[config.mk]
export PLATFORM = sky130hd
export DESIGN_NAME = vram_arbiter
export DESIGN_NICKNAME = d
export VERILOG_FILES = /design/src/rtl/vram_pkg.sv /design/src/rtl/sat_counter8.sv /design/src/rtl/vram_arbiter.sv
export SDC_FILE = /design/constraint.sdc
export NUM_CORES = 1
export LEC_CHECK = 0
export CAP_MARGIN = 5
export CORE_MARGIN = 2
export CORE_UTILIZATION = 35
export CTS_BUF_LIST = sky130_fd_sc_hd__clkbuf_16
export CTS_CLUSTER_DIAMETER = 150
export DETAILED_ROUTE_END_ITERATION = 8
export DONT_BUFFER_PORTS = 1
export SYNTH_ARGS = -nofsm -noshare
export SYNTH_HDL_FRONTEND = slang
export SYNTH_SLANG_ARGS = --single-unit
export TNS_END_PERCENT = 1
[constraint.sdc]
create_clock -name clk -period 3.8 [get_ports clk]
set_input_delay 0.38 -clock clk [delete_from_list [all_inputs] [get_ports clk]]
set_output_delay 0.38 -clock clk [all_outputs]
set_load 0.005 [all_outputs]
[src/rtl/vram_pkg.sv]
// rtl/vram_pkg.sv - shared screen RAM widths and arbiter state encoding
package vram_pkg;

  localparam int VRAM_ADDR_W = 13;
  localparam int VRAM_DATA_W = 8;

  typedef enum logic [1:0] {
    ST_IDLE = 2'd0,
    ST_PEND = 2'd1,
    ST_RD   = 2'd2,
    ST_ACK  = 2'd3
  } arb_state_t;

  function automatic logic [7:0] max8(input logic [7:0] a, input logic [7:0] b);
    return (a > b) ? a : b;
  endfunction

endpackage

[src/rtl/sat_counter8.sv]
// rtl/sat_counter8.sv - 8-bit saturating up-counter with synchronous clear
module sat_counter8 (
  input  logic       clk,
  input  logic       rst_n,
  input  logic       clr,
  input  logic       inc,
  output logic [7:0] count
);

  // clear wins over increment; the count sticks at 255
  always_ff @(posedge clk or negedge rst_n) begin
    if (!rst_n) begin
      count <= 8'd0;
    end else if (clr) begin
      count <= 8'd0;
    end else if (inc && (count != 8'hFF)) begin
      count <= count + 8'd1;
    end
  end

endmodule

[src/rtl/vram_arbiter.sv]
// rtl/vram_arbiter.sv - screen RAM arbiter, video has absolute priority over CPU
module vram_arbiter
  import vram_pkg::*;
#(
  parameter int ADDR_W = VRAM_ADDR_W,
  parameter int DATA_W = VRAM_DATA_W
) (
  input  logic              clk,
  input  logic              rst_n,
  input  logic              vid_req,
  input  logic [ADDR_W-1:0] vid_addr,
  output logic [DATA_W-1:0] vid_data,
  output logic              vid_valid,
  input  logic              cpu_req,
  input  logic              cpu_we,
  input  logic [ADDR_W-1:0] cpu_addr,
  input  logic [DATA_W-1:0] cpu_wdata,
  output logic [DATA_W-1:0] cpu_rdata,
  output logic              cpu_ack,
  output logic              cpu_wait,
  output logic [ADDR_W-1:0] mem_addr,
  output logic              mem_we,
  output logic [DATA_W-1:0] mem_wdata,
  input  logic [DATA_W-1:0] mem_rdata,
  output logic [7:0]        stall_max
);

  arb_state_t        state, next_state;
  logic [ADDR_W-1:0] lat_addr;
  logic [DATA_W-1:0] lat_wdata;
  logic              lat_we;
  logic              latch_en;
  logic              rd_cap;
  logic              cnt_clr;
  logic              cnt_inc;
  logic [7:0]        wait_cnt;

  assign cpu_ack   = (state == ST_ACK);
  assign cpu_wait  = cpu_req & ~cpu_ack;
  // video data is the RAM output in the cycle after its request, zero otherwise
  assign vid_data  = vid_valid ? mem_rdata : '0;
  assign mem_wdata = lat_wdata;

  sat_counter8 u_wait_cnt (
    .clk   (clk),
    .rst_n (rst_n),
    .clr   (cnt_clr),
    .inc   (cnt_inc),
    .count (wait_cnt)
  );

  // state register
  always_ff @(posedge clk or negedge rst_n) begin
    if (!rst_n) begin
      state <= ST_IDLE;
    end else begin
      state <= next_state;
    end
  end

  // next state, RAM port mux and control strobes
  always_comb begin
    next_state = state;
    mem_addr   = vid_req ? vid_addr : lat_addr;
    mem_we     = 1'b0;
    latch_en   = 1'b0;
    rd_cap     = 1'b0;
    cnt_clr    = 1'b0;
    cnt_inc    = 1'b0;
    case (state)
      ST_IDLE: begin
        if (cpu_req && !cpu_ack) begin
          latch_en   = 1'b1;
          cnt_clr    = 1'b1;
          next_state = ST_PEND;
        end
      end
      ST_PEND: begin
        if (vid_req) begin
          cnt_inc = 1'b1;
        end else if (lat_we) begin
          mem_we     = 1'b1;
          next_state = ST_ACK;
        end else begin
          next_state = ST_RD;
        end
      end
      ST_RD: begin
        rd_cap     = 1'b1;
        next_state = ST_ACK;
      end
      ST_ACK: begin
        next_state = ST_IDLE;
      end
      default: begin
        next_state = ST_IDLE;
      end
    endcase
  end

  // CPU request capture; cleared on reset so an abandoned access cannot resurface
  always_ff @(posedge clk or negedge rst_n) begin
    if (!rst_n) begin
      lat_addr  <= '0;
      lat_wdata <= '0;
      lat_we    <= 1'b0;
    end else if (latch_en) begin
      lat_addr  <= cpu_addr;
      lat_wdata <= cpu_wdata;
      lat_we    <= cpu_we;
    end
  end

  // CPU read data, video strobe and worst-case stall tracking
  always_ff @(posedge clk or negedge rst_n) begin
    if (!rst_n) begin
      cpu_rdata <= '0;
      vid_valid <= 1'b0;
      stall_max <= 8'd0;
    end else begin
      vid_valid <= vid_req;
      if (rd_cap) begin
        cpu_rdata <= mem_rdata;
      end
      if (state == ST_ACK) begin
        stall_max <= max8(stall_max, wait_cnt);
      end
    end
  end

endmodule

==> run_results.csv <==
group,metric,value,unit
outcome,status,"finished, final reports clean",
timing,max_freq,505,MHz
global_routing,antenna_found_initial,0,
synthesis,avgSynthCellArea,12.7,um2
timing,fin_hold_ws,0.126,ns
finish,drive_gt1_share,33.2,%
synthesis,synth_top_area_share,50.5,%
timing,finalSetupViolations,0,
routing,wirelength,4520,um
power_and_ir_drop,powerDensity,735,nW/um2
synthesis,synth_fp_nets,251,
die,start_util,35.9,%
setup_path,crit_path_max_fanout,30,
setup_path,crit_type,"flip-flop to flip-flop",
timing,period_minus_slack,1.98,ns
clocking,htreeDepth,2,
global_routing,grt_max_degree,50,
synthesis,synth_area,2430,um2
finish,antenna_cells,0,
global_routing,grt_usage,12.0,%
die,num_io_pins,96,
finish,nNetsFinal,255,
timing,slew_headroom,75.2,%
global_routing,grt_first_pass_wirelength,6960,um
hold_path,hp-class,"input port to flip-flop",
setup_path,crit_required,3.97,ns
die,num_rows,30,
setup_path,cp_slowest_cell,"dfrtp_1",
clocking,cts_max_path_buffers,2,
routing,ant_nets,0,
clocking,clk_pin_slew_worst_paths,0.06,ns
routing,routed_via_density,5.24,
clocking,cts-root-buf,"clkbuf_16",
die,core,6760,um2
setup_path,worst-path-buf-inv,1,
synthesis,synth_seq_cells,49,
clocking,ctsResizeCount,0,
routing,drc,0,
placed_design,dp_hpwl,3220,um
setup_path,worstPathCellList,"ha_1 -> nor2b_2 -> and2_1 -> buf_4 -> mux2_2",
timing,finalClockSkew,0.00352,ns
timing,finalSetupTns,0,ns
die,die_w,87.3,um
setup_path,slowest_delay,0.44,ns
synthesis,synthTopCellsByArea,"dfrtp_1 (50%), mux2_2 (24%), ha_1 (6.7%)",
finish,area_growth,10.3,%
setup_path,cp-end-kind,"flip-flop",
timing,maxSlewViolCount,0,
global_routing,globalRouteOverflowTotal,0,
routing,wl_per_cell,16.4,um
placed_design,io_buffer_count,0,
timing,rsz0062_at_grt,"no",
synthesis,ys.flop_type,"dfrtp_1",
clocking,cts_setup_buffers,0,
clocking,insertion_delay,0.28,ns
routing,via_count,1446,
clocking,cts_tree,"built",
setup_path,crit_family,"flip-flops",
timing,fin_crit_sh,52.1,%
synthesis,yosysSeqAreaShare,50.5,%
timing,tightestPinTransition,0.372,ns
synthesis,yosysUniqueCellTypes,30,
setup_path,crit_arrival,2.15,ns
power_and_ir_drop,power_leakage,1.17,nW
synthesis,synth-edff-count,0,
power_and_ir_drop,ir_drop,0.269,mV
clocking,cts_buffers,5,
synthesis,async_flop_share,100,%
routing,dr.pass1.iters,4,
synthesis,synth_commonest_cells,"mux2_2 (51), dfrtp_1 (49), ha_1 (13)",
setup_path,start_kind,"flip-flop",
die,die_h,87.3,um
routing,drtIter0Drc,56,
synthesis,synth_top_area_cell,"dfrtp_1",
synthesis,syn_inst,191,
placed_design,place.gp.congestion,0.853,
synthesis,yosys.cell_count.top_type,"mux2_2",
synthesis,ys_warn_count,0,
global_routing,first_global_vias,1336,
run,cap_viol_max_count,0,
clocking,cts_sinks,49,
timing,hold_violations,0,
die,die_area,7620,um2
sequential cells by signal (all words and copies together), names as in the netlist:
name,count
u_wait_cnt.count,8
lat_addr,13
cpu_rdata,8
lat_we,1
vid_valid,1
mem_wdata,8
stall_max,8
state,2
logic make-up (layout without fill, tap and decap cells):
logic type | Yosys count | after routing | synth area share [%]
fa+ha+maj | 13 | 13 | 6.70
flops | 49 | 49 | 50.5
mux | 51 | 51 | 23.6
xor+xnor | 5 | 5 | 1.80
buf+inv | 17 | 22 | 3.09
simple gates | 40 | 40 | 9.38
compound gates | 16 | 16 | 4.89
repair_timing:
action,CTS,global route
setup endpoints to repair,0,0
endpoints found under the hold margin,49,0
hold buffers,2,0
path summary, 6_finish.rpt:
kind	startpoint	slack [ns]	cells after the start	endpoint
setup / recovery	state[0]$_DFFE_PN0P_	1.82	5	lat_addr[11]$_DFFE_PN0P_
hold / removal	vid_req	0.13	0	vid_valid$_DFF_PN0_
setup reg to reg	state[0]$_DFFE_PN0P_	1.82	5	lat_addr[11]$_DFFE_PN0P_
hold reg to reg	lat_addr[5]$_DFFE_PN0P_	0.51	1	lat_addr[5]$_DFFE_PN0P_
max in group asynchronous	rst_n	2.95	2	cpu_rdata[3]$_DFFE_PN0N_
min in group asynchronous	rst_n	0.63	2	stall_max[1]$_DFFE_PN0P_
power breakdown:
group | leakage [nW] | internal [mW] | total [mW] | switching (mW)
Clock | 0.0687 | 0.238 | 0.422 | 0.184
Sequential | 0.609 | 0.732 | 0.877 | 0.145
Combinational | 0.493 | 0.368 | 0.669 | 0.301
Total | 1.17 | 1.34 | 1.97 | 0.630
layout by cell type (no fill, tap or decap):
master / count
buf_4: 1
and2_1: 9
o211ai_2: 1
o21ai_2: 1
o22a_1: 1
nor2b_2: 1
mux2_2: 51
clkinv_1: 2
nand2b_1: 1
nor2_1: 8
clkbuf_16: 5
nand2_1: 8
o21ai_0: 3
and3_4: 1
xnor2_1: 5
clkinv_2: 1
a21oi_1: 6
inv_1: 11
a31oi_4: 1
nand4_1: 5
a21o_1: 1
buf_16: 1
o21a_1: 1
nor3_1: 1
nor3b_1: 1
dlygate4sd3_1: 1
and3_1: 2
dfrtp_1: 49
o211ai_1: 1
nand3_4: 1
nor2b_1: 1
ha_1: 13
nand3_1: 1
worst register-to-register path: stages (launching register included):
cell and delay [ns]:
dfrtp_1 0.44, ha_1 0.33, nor2b_2 0.21, and2_1 0.15, buf_4 0.34, mux2_2 0.40
routing by layer:
| metal | wire (um) | vias up | global-route usage [%] |
|---|---|---|---|
| li1 | - | 673 | - |
| met1 | 1980 | 698 | 15.7 |
| met2 | 2080 | 69 | 18.5 |
| met3 | 387 | 6 | 3.79 |
| met4 | 71 | 0 | 4.62 |
| met5 | 0 | - | 0 |
through the flow:
| step | cells | setup WS (ns) | total power, mW | utilization [%] | area, um2 |
|---|---|---|---|---|---|
| finish | 276 | 1.82 | 1.97 | 39.6 | 2680 |
| global route | 276 | 1.71 | 2.11 | 39.6 | 2680 |
| CTS | 276 | 1.80 | 2.01 | 39.6 | 2680 |
| detailed placement | 266 | 1.81 | 1.55 | 37.0 | 2500 |
| global placement | 266 | 1.85 | 1.53 | 37.0 | 2500 |
| floorplan | 191 | 2.03 | 1.43 | - | 2430 |
layout make-up:
cell class,count,area [um2]
Clock buffer,5,125
Clock inverter,3,12.5
Fill cell,656,4080
Inverter,11,41.3
Multi-Input combinational cell,125,1130
Sequential cell,49,1230
Tap cell,80,100
Timing Repair Buffer,3,45.0
Power figures use the tool's default switching activity.
